`config.mk`:
```
export PLATFORM = sky130hd
export DESIGN_NAME = fan_speed_scanner
export DESIGN_NICKNAME = d
export VERILOG_FILES = /design/src/rtl/fan_scan_pkg.sv /design/src/rtl/fan_stall_detector.sv /design/src/rtl/fan_speed_scanner.sv
export SDC_FILE = /design/constraint.sdc
export NUM_CORES = 1
export LEC_CHECK = 0
export ABC_CLOCK_PERIOD_IN_PS = 4150
export BUFFER_PORTS_ARGS = -buffer_cell sky130_fd_sc_hd__buf_2
export CAP_MARGIN = 20
export CORE_MARGIN = 2
export CORE_UTILIZATION = 39
export DETAILED_ROUTE_END_ITERATION = 8
export PLACE_DENSITY = 0.55
export SYNTH_ARGS = -nofsm -noshare
export SYNTH_HDL_FRONTEND = slang
export SYNTH_SLANG_ARGS = --single-unit
```
`constraint.sdc`:
```
create_clock -name clk -period 4.15 [get_ports clk]
set_input_delay 0.2075 -clock clk [delete_from_list [all_inputs] [get_ports clk]]
set_output_delay 0.2075 -clock clk [all_outputs]
set_load 0.02 [all_outputs]
```
`src/rtl/fan_scan_pkg.sv`:
```
// Shared types and constants for the fan speed scanner.
// Latency: none (package only).
// Backpressure: none (package only).
package fan_scan_pkg;

  // Poll sequencer states
  typedef enum logic [1:0] {
    IDLE    = 2'd0,
    WAIT    = 2'd1,
    SELECT  = 2'd2,
    CAPTURE = 2'd3
  } state_t;

  localparam int         NUM_FANS = 4;
  // Code the mux returns when a fan read fails; stored as-is, never a slow sample
  localparam logic [7:0] FAN_FAIL = 8'hFF;

  // Fan index to one-hot mux select
  function automatic logic [NUM_FANS-1:0] idx_to_onehot(input logic [1:0] idx);
    logic [NUM_FANS-1:0] v;
    v = 4'b0001;
    return v << idx;
  endfunction

endpackage

```
`src/rtl/fan_stall_detector.sv`:
```
// Per-fan stall detector: counts consecutive slow captures and raises a sticky flag.
// Latency: flag sets on the clock edge of the capture that reaches the limit.
// Backpressure: none; a set on the same edge as a clear takes priority.
module fan_stall_detector
  import fan_scan_pkg::*;
#(
  parameter logic [7:0] STALL_THRESH = 8'h10,
  parameter int         STALL_LIMIT  = 3
) (
  input  logic       clk,
  input  logic       rst_n,
  input  logic       i_cap,
  input  logic [7:0] i_speed,
  input  logic       i_clr,
  output logic       o_stall
);

  logic [2:0] r_cnt;
  logic       r_stall;
  logic       w_slow;
  logic [2:0] w_cnt_inc;
  logic       w_set;

  assign w_slow    = (i_speed < STALL_THRESH) && (i_speed != FAN_FAIL);
  assign w_cnt_inc = (r_cnt == 3'd7) ? 3'd7 : r_cnt + 3'd1;
  assign w_set     = i_cap && w_slow && (w_cnt_inc >= 3'(STALL_LIMIT));
  assign o_stall   = r_stall;

  // Saturating slow-sample counter and sticky stall flag; a capture outranks a clear
  always_ff @(posedge clk or negedge rst_n) begin
    if (!rst_n) begin
      r_cnt   <= 3'd0;
      r_stall <= 1'b0;
    end else begin
      if (i_cap)      r_cnt <= w_slow ? w_cnt_inc : 3'd0;
      else if (i_clr) r_cnt <= 3'd0;

      if (w_set)      r_stall <= 1'b1;
      else if (i_clr) r_stall <= 1'b0;
    end
  end

endmodule

```
`src/rtl/fan_speed_scanner.sv`:
```
// Round-robin 4-fan speed poller with per-fan speed store, host read port; stall detect under FAN_SCAN_STALL_EN.
// Latency: one poll every SCAN_DIV+2 clocks; host ack one clock after an armed request.
// Backpressure: none; a held host_req yields one ack and must drop low to re-arm.
module fan_speed_scanner
  import fan_scan_pkg::*;
#(
  parameter int         SCAN_DIV     = 1000,
  parameter logic [7:0] STALL_THRESH = 8'h10,
  parameter int         STALL_LIMIT  = 3
) (
  input  logic                clk,
  input  logic                rst_n,
  input  logic                enable,
  output logic [NUM_FANS-1:0] fan_selection,
  output logic                read,
  input  logic [7:0]          speed_in,
  input  logic                host_req,
  input  logic [1:0]          host_sel,
  output logic                host_ack,
  output logic [7:0]          host_data,
  output logic [NUM_FANS-1:0] stall,
  output logic                irq,
  input  logic                irq_clr
);

  localparam int DIV_W = (SCAN_DIV > 1) ? $clog2(SCAN_DIV) : 1;
  localparam logic [DIV_W-1:0] DIV_LAST = DIV_W'(SCAN_DIV - 1);

  state_t              r_state;
  logic [DIV_W-1:0]    r_div;
  logic [1:0]          r_idx;
  logic [NUM_FANS-1:0] r_sel;
  logic                r_read;
  logic [7:0]          r_speed [NUM_FANS];
  logic                r_armed;
  logic                r_ack;
  logic [7:0]          r_hdata;
  logic                w_capture;

  assign w_capture     = (r_state == CAPTURE);
  assign fan_selection = r_sel;
  assign read          = r_read;
  assign host_ack      = r_ack;
  assign host_data     = r_hdata;

  // Poll sequencer: wait out the divider, then hold select/read for SELECT and CAPTURE
  always_ff @(posedge clk or negedge rst_n) begin
    if (!rst_n) begin
      r_state <= IDLE;
      r_div   <= '0;
      r_idx   <= 2'd0;
      r_sel   <= '0;
      r_read  <= 1'b0;
    end else begin
      case (r_state)
        IDLE: begin
          r_div <= '0;
          if (enable) r_state <= WAIT;
        end
        WAIT: begin
          if (!enable) begin
            r_state <= IDLE;
            r_div   <= '0;
          end else if (r_div == DIV_LAST) begin
            r_state <= SELECT;
            r_div   <= '0;
            r_sel   <= idx_to_onehot(r_idx);
            r_read  <= 1'b1;
          end else begin
            r_div <= r_div + 1'b1;
          end
        end
        SELECT: begin
          r_state <= CAPTURE;
        end
        CAPTURE: begin
          r_idx   <= r_idx + 2'd1;
          r_sel   <= '0;
          r_read  <= 1'b0;
          r_state <= enable ? WAIT : IDLE;
        end
        default: r_state <= IDLE;
      endcase
    end
  end

  // Speed register file, written with the mux value at the end of CAPTURE
  always_ff @(posedge clk or negedge rst_n) begin
    if (!rst_n) begin
      for (int i = 0; i < NUM_FANS; i++) r_speed[i] <= 8'h00;
    end else if (w_capture) begin
      r_speed[r_idx] <= speed_in;
    end
  end

  // Host read: one ack per request level, returns the value stored before any same-cycle capture
  always_ff @(posedge clk or negedge rst_n) begin
    if (!rst_n) begin
      r_armed <= 1'b1;
      r_ack   <= 1'b0;
      r_hdata <= 8'h00;
    end else begin
      r_ack <= 1'b0;
      if (!host_req) begin
        r_armed <= 1'b1;
      end else if (r_armed) begin
        r_armed <= 1'b0;
        r_ack   <= 1'b1;
        r_hdata <= r_speed[host_sel];
      end
    end
  end

`ifdef FAN_SCAN_STALL_EN
  logic [NUM_FANS-1:0] w_stall;

  for (genvar g = 0; g < NUM_FANS; g++) begin : g_det
    fan_stall_detector #(
      .STALL_THRESH (STALL_THRESH),
      .STALL_LIMIT  (STALL_LIMIT)
    ) u_det (
      .clk     (clk),
      .rst_n   (rst_n),
      .i_cap   (w_capture && (r_idx == 2'(g))),
      .i_speed (speed_in),
      .i_clr   (irq_clr),
      .o_stall (w_stall[g])
    );
  end

  assign stall = w_stall;
  assign irq   = |w_stall;
`else
  // Without stall detection irq_clr has nothing to clear; it only feeds a constant-zero term
  assign stall = {NUM_FANS{1'b0}} & {NUM_FANS{irq_clr}};
  assign irq   = 1'b0;
`endif

endmodule

```
==> results of run 1 <==
==> state kept, by name, indices dropped and copies added (netlist names), 2 cells and up, named ones only <==
name           flops
r_speed           32
r_div             10
host_data          8
fan_selection      4
r_idx              2
==> cells in the final DEF, fill, tap and decap left out, types with 2 or more instances in the layout <==
master,Yosys,final
dfrtp_1,60,60
mux2_2,41,41
buf_2,4,27
nand2_1,20,20
inv_1,13,13
nand3_1,13,13
clkbuf_8,0,10
mux4_2,8,8
o21ai_0,8,8
o311ai_0,6,6
ha_1,5,5
conb_1,1,5
a21oi_1,4,4
nor2_1,4,4
clkinv_2,0,4
or4_1,3,3
nor3_1,2,2
or2_2,2,2
==> cell families (layout without fill, tap and decap cells) <==
kind of cell	Yosys count	in the layout
AO/OA/AOI/OAI	24	24
XOR/XNOR	1	1
adder cells (fa/ha/maj)	5	5
flip-flops	61	61
other	1	5
buffers and inverters	25	58
multiplexers	50	50
AND/OR/NAND/NOR	52	52
==> layout make-up <==
cell class / count / area, µm² / share of cell area, %
clock buffer: 11 / 141 / 4.39
tap: 96 / 120 / 3.73
timing repair buffer: 29 / 153 / 4.74
sequential: 61 / 1530 / 47.4
multi-input combinational: 137 / 1180 / 36.7
clock inverter: 5 / 50.0 / 1.55
inverter: 13 / 48.8 / 1.51
==> synth_stat cells, drive strengths merged (4+ instances only) <==
library cell / count / area share, %
a21oi: 4 / 0.71
buf: 10 / 2.3
dfrtp: 60 / 53
ha: 5 / 2.2
inv: 13 / 1.7
mux2: 41 / 16
mux4: 8 / 6.4
nand2: 20 / 2.7
nand3: 14 / 2.7
nor2: 4 / 0.53
o21ai: 8 / 1.4
o311ai: 6 / 1.9
==> repair_timing <==
action / 4_1_cts / 5_1_grt
setup buffers: 0 / 0
hold endpoints to repair: 1 / 0
hold buffers: 1 / 0
==> metal layers <==
layer  up-vias  track usage, %  part of all wire (%)  wire length, µm
li1        845               -                     -                -
met1       859            18.1                    46             2360
met2        30            23.0                    48             2450
met3         5            5.54                   4.1              206
met4         0            4.48                   1.1               56
met5         -               0                     0                0
==> how the worst max path moves through the flow <==
| stage | from | to | slack (ns) |
|---|---|---|---|
| 2_1_floorplan | r_div[0]$_DFFE_PN0P_ | r_div[4]$_DFFE_PN0P_ | 2.58 |
| 3_3_place_gp | flip-flop | r_speed[18]$_DFFE_PN0P_ | 2.13 |
| 3_5_place_dp | flip-flop | r_speed[18]$_DFFE_PN0P_ | 2.12 |
| 4_1_cts | flip-flop | r_speed[18]$_DFFE_PN0P_ | 2.10 |
| 5_1_grt | flip-flop | r_speed[20]$_DFFE_PN0P_ | 1.98 |
| 6_report | flip-flop | r_speed[20]$_DFFE_PN0P_ | 2.14 |
==> critical path, cell delays in order, from the launching register on <==
cell	delay (ns)
dfrtp_1	0.84
nand3_1	0.60
mux2_2	0.44
==> power by group <==
| group | switching, mW | leakage [nW] | internal (mW) |
|---|---|---|---|
| sequential | 0.0247 | 0.728 | 0.643 |
| combinational | 0.0793 | 0.566 | 0.0735 |
| clock | 0.221 | 0.103 | 0.290 |
| total | 0.325 | 1.40 | 1.01 |
==> impl_metrics.tcl, run 1 <==
set metrics [dict create \
    yosysUniqueCellTypes 35 \
    synthAdderAreaFrac_pct 2.22 \
    die_area_um2 7910 \
    synthMuxAreaShare_pct 23.2 \
    initial_core_util_pct 40.8 \
    drt_wl_total_um 5070 \
    finalWorstSetupSlack_ns 2.14 \
    antenna_found_initial 0 \
    hpwl_um 3290 \
    grt_max_degree 62 \
    status "finished clean" \
    final-setup-viol-count 0 \
    async_reset_ff_share_pct 100 \
    grt_overflow_total 0 \
    rsz0062_at_grt "no" \
    synth.yosys.seq_area_share_pct 54.3 \
    postRouteAntennaNets 0 \
    yosysWarningCount 0 \
    numClockSinks 61 \
    syn_inst 219 \
    layout-drive-gt1-share_pct 38.7 \
    fin_skew_ns 0.00905 \
    std_cell_rows 30 \
    finalMaxSlewViolations 0 \
    yosys.area_share.simple_pct 9.69 \
    path_max_fanout 27 \
    drv_cap 0 \
    htree_levels 3 \
    drtIter0Drc 36 \
    cts_made_buffers 9 \
    fin_crit_sh_pct 48.3 \
    final_nets 271 \
    clk_pin_slew_ns 0.07 \
    worstRegToRegCells 2 \
    insertion_delay_ns 0.33 \
    core_area_um2 6910 \
    total_power_mw 1.33 \
    peakVddDrop_mv 0.206 \
    area_growth_pct 14.4 \
    io_pins 34 \
    fin_cells 352 \
    grt_pass1_vias 1671 \
    antenna_cells 0 \
    clock.fmax_ghz 0.499 \
    synth_compound_area_share_pct 5.91 \
    synth-xor-area-share_pct 0.311 \
    path_class "reg2reg" \
    worstPathRequired_ns 4.36 \
    ys.flop_type "dfrtp_1" \
    hold_slack_ns 0.0225 \
    pre_cts_ws_ns 2.12 \
    utilization_pct 46.6 \
    place.gp.congestion 0.774 \
    worst_slew_pin_slew_ns 0.765 \
    worstPathArrival_ns 2.22 \
    finalHoldViolations 0 \
    period_needed_ns 2.01 \
    cts_root_buffer "clkbuf_8" \
    placed_area_um2 3020 \
    die_w_um 89.0 \
    fin_area_um2 3220 \
    synth_edf_count 0 \
    gr-usage-all-layers_pct 14.4 \
    r2r-end "r_speed[20]$_DFFE_PN0P_" \
    hp-class "in2async" \
    slew_headroom_pct 49.0 \
    p_leak_nw 1.40 \
    syn_area_um2 2820 \
    cts_resized 0 \
    dr.pass1.iters 4 \
    die_y_um 89.0 \
    synth-seq-cells 61 \
    clk_path_buf_depth 2 \
    wl_per_cell_um 14.4 \
    setup_tns_ns 0 \
    io_buffers 27 \
    cts_tree "built" \
    drc 0 \
    placed_cells 335 \
    critPathCaptureType "flip-flop" \
    synth_top_family_by_area "multiplexers" \
    vias 1739 \
    startpoint_type "flip-flop" \
    fill_cells 627 \
    powerDensity_nw_per_um2 413 \
    grt_pass1_wl_um 8320 \
    via_per_inst 4.94 \
    synth_area_per_cell_um2 12.9 \
    r2r_slack_ns 2.14 \
]
(Power assumes the default switching activity.)
==> run 2, diff against run 1 <==
--- a/config.mk
+++ b/config.mk
@@ -5,7 +5,8 @@
 export SDC_FILE = /design/constraint.sdc
 export NUM_CORES = 1
 export LEC_CHECK = 0
-export ABC_CLOCK_PERIOD_IN_PS = 4150
+export ABC_AREA = 1
+export ABC_CLOCK_PERIOD_IN_PS = 1950
 export BUFFER_PORTS_ARGS = -buffer_cell sky130_fd_sc_hd__buf_2
 export CAP_MARGIN = 20
 export CORE_MARGIN = 2
==> constraint.sdc (replaced) <==
create_clock -name clk -period 1.95 [get_ports clk]
set_input_delay 0.0975 -clock clk [delete_from_list [all_inputs] [get_ports clk]]
set_output_delay 0.0975 -clock clk [all_outputs]
set_load 0.02 [all_outputs]
==> run 2 against run 1 <==
Via count increased by 18%. Critical path depth increased by 6. Clock skew decreased by 0.00056 ns. First-iteration DRC count increased to 3.9 times the previous value. Hold slack got worse by 0.0087 ns. Total power increased by 110%. Cell count increased by 26%. Register-to-register slack got worse by 1.6 ns. Setup slack got worse by 1.6 ns. Synthesized cell count increased by 43%.
==> impl_metrics.tcl, run 2 <==
set metrics [dict create \
    async_reset_ff_share_pct 100 \
    io_pins 34 \
    path_max_fanout 7 \
    peakVddDrop_mv 0.507 \
    cts_made_buffers 9 \
    via_per_inst 4.60 \
    numClockSinks 61 \
    drc 0 \
    finalHoldViolations 0 \
    synth_edf_count 0 \
    die_y_um 88.7 \
    gr-usage-all-layers_pct 16.0 \
    status "finished clean" \
    r2r_slack_ns 0.56 \
    synth.most_common_cell "dfrtp_1" \
    drt_wl_total_um 5620 \
    fin_skew_ns 0.00849 \
    cts_root_buffer "clkbuf_8" \
    pre_cts_ws_ns 0.573 \
    placed_cells 427 \
    top_register "r_speed" \
    use_met1_pct 25.0 \
    die_area_um2 7860 \
    synth_compound_area_share_pct 12.2 \
    use_met3_pct 3.17 \
    cts_resized 0 \
    clk_pin_slew_ns 0.07 \
    yosys.area.top_type "dfrtp_1" \
    drtIter0Drc 140 \
    finalWorstSetupSlack_ns 0.565 \
    hold_buffers 2 \
    layout-drive-gt1-share_pct 17.2 \
    path_class "reg2reg" \
    mostFrequentLayoutCells "dfrtp_1 (60), nand2_1 (57), nor2_1 (49)" \
    vias 2048 \
    core_area_um2 6870 \
    r2r_start "r_div[0]$_DFFE_PN0P_" \
    r2r-end "r_div[7]$_DFFE_PN0P_" \
    dr.pass1.iters 4 \
    final_nets 364 \
    grt_overflow_total 0 \
    grt_pass1_vias 1881 \
    yosysTopAreaCellShare_pct 53.7 \
    fin_area_um2 3220 \
    synthAdderAreaFrac_pct 2.24 \
    powerDensity_nw_per_um2 872 \
    syn_area_um2 2800 \
    synth_top_cells_by_area "dfrtp_1 (54%), nand2_1 (7.7%), nor2_1 (6.6%)" \
    utilization_pct 46.8 \
    postCtsSetupBuffers 0 \
    finalMaxSlewViolations 0 \
    grt_busiest_layer "met1" \
    area_growth_pct 15.0 \
    antenna_cells 0 \
    drv_cap 0 \
    worstPathRequired_ns 2.21 \
    htree_levels 3 \
    cts_tree "built" \
    fin_cells 445 \
    initial_core_util_pct 40.7 \
    clk_path_buf_depth 2 \
    period_needed_ns 1.39 \
    worstRegToRegCells 8 \
    wl_per_cell_um 12.6 \
    hold_slack_ns 0.0137 \
    critPathCaptureType "flip-flop" \
    grt_pass1_wl_um 9460 \
    yosysUniqueCellTypes 29 \
    std_cell_rows 30 \
    yosys.area_share.simple_pct 20.6 \
    yosysWarningCount 0 \
    die_w_um 88.7 \
    placed_area_um2 2970 \
    hpwl_um 3690 \
    insertion_delay_ns 0.33 \
    setup_tns_ns 0 \
    synth-seq-cells 61 \
    antenna_found_initial 0 \
    io_buffers 27 \
    final-setup-viol-count 0 \
    total_power_mw 2.81 \
    syn_inst 314 \
    fin_crit_sh_pct 71.1 \
    place.gp.congestion 0.754 \
    synth-xor-area-share_pct 2.19 \
    synth_area_per_cell_um2 8.91 \
    rsz0062_at_grt "no" \
    postRouteAntennaNets 0 \
    grt_max_degree 62 \
    ys.flop_type "dfrtp_1" \
    grt_util_met2_pct 20.6 \
    crit_start "r_div[0]$_DFFE_PN0P_" \
    synth_common_cells "dfrtp_1 (60), nand2_1 (57), nor2_1 (49)" \
    hp-class "in2reg" \
    clock.fmax_ghz 0.722 \
    layout_commonest_cell "dfrtp_1" \
    synth.yosys.seq_area_share_pct 54.6 \
    startpoint_type "flip-flop" \
    crit_end "r_div[7]$_DFFE_PN0P_" \
    synthMuxAreaShare_pct 0 \
    synth_top_family_by_area "simple AND/OR/NAND/NOR gates" \
    largest_register_ffs 32 \
    worstPathArrival_ns 1.65 \
    p_leak_nw 1.63 \
]
-- run 2: critical path, stage by stage (launching register included) --
cell and delay (ns):
dfrtp_1 0.40, ha_1 0.23, nand2_1 0.13, inv_1 0.08
nand3_2 0.11, nand2_2 0.11, nand2_2 0.09, inv_2 0.05
nor2_1 0.10
-- run 2: cell families after synthesis --
family / count (synthesis)
xor gates and xnor gates: 7
DFF: 61
other: 1
adders and majority gates: 5
AOI/OAI and AO/OA: 65
and+or+nand+nor: 132
buffers and inverters: 43
-- run 2: power breakdown --
part	internal [mW]	total (mW)	switching (mW)
combinational	0.0659	0.215	0.149
sequential	1.30	1.33	0.0223
clock	0.786	1.26	0.479
-- run 2: area by class of cell --
cell class | count | area [µm²]
Clock inverter | 4 | 70.1
Multi-Input combinational cell | 214 | 1060
Sequential cell | 61 | 1530
Timing Repair Buffer | 30 | 175
Tap cell | 96 | 120
Clock buffer | 12 | 155
Fill cell | 680 | 3650
Inverter | 28 | 110
-- run 2: metal layers --
layer,up-vias,routed length (µm)
met2,41,2240
met4,0,99
met3,8,213
met5,-,0
met1,939,3070
li1,1060,-
-- run 2: how the worst min path moves through the flow --
stage / cells after the start / to / from
2_1_floorplan: 0 / asynchronous set/reset pin / rst_n
3_3_place_gp: 2 / r_div[5]$_DFFE_PN0P_ / rst_n
3_5_place_dp: 2 / r_div[5]$_DFFE_PN0P_ / rst_n
4_1_cts: 3 / r_state[0]$_DFFE_PN0P_ / enable
5_1_grt: 3 / r_state[0]$_DFFE_PN0P_ / enable
6_report: 3 / r_state[0]$_DFFE_PN0P_ / enable
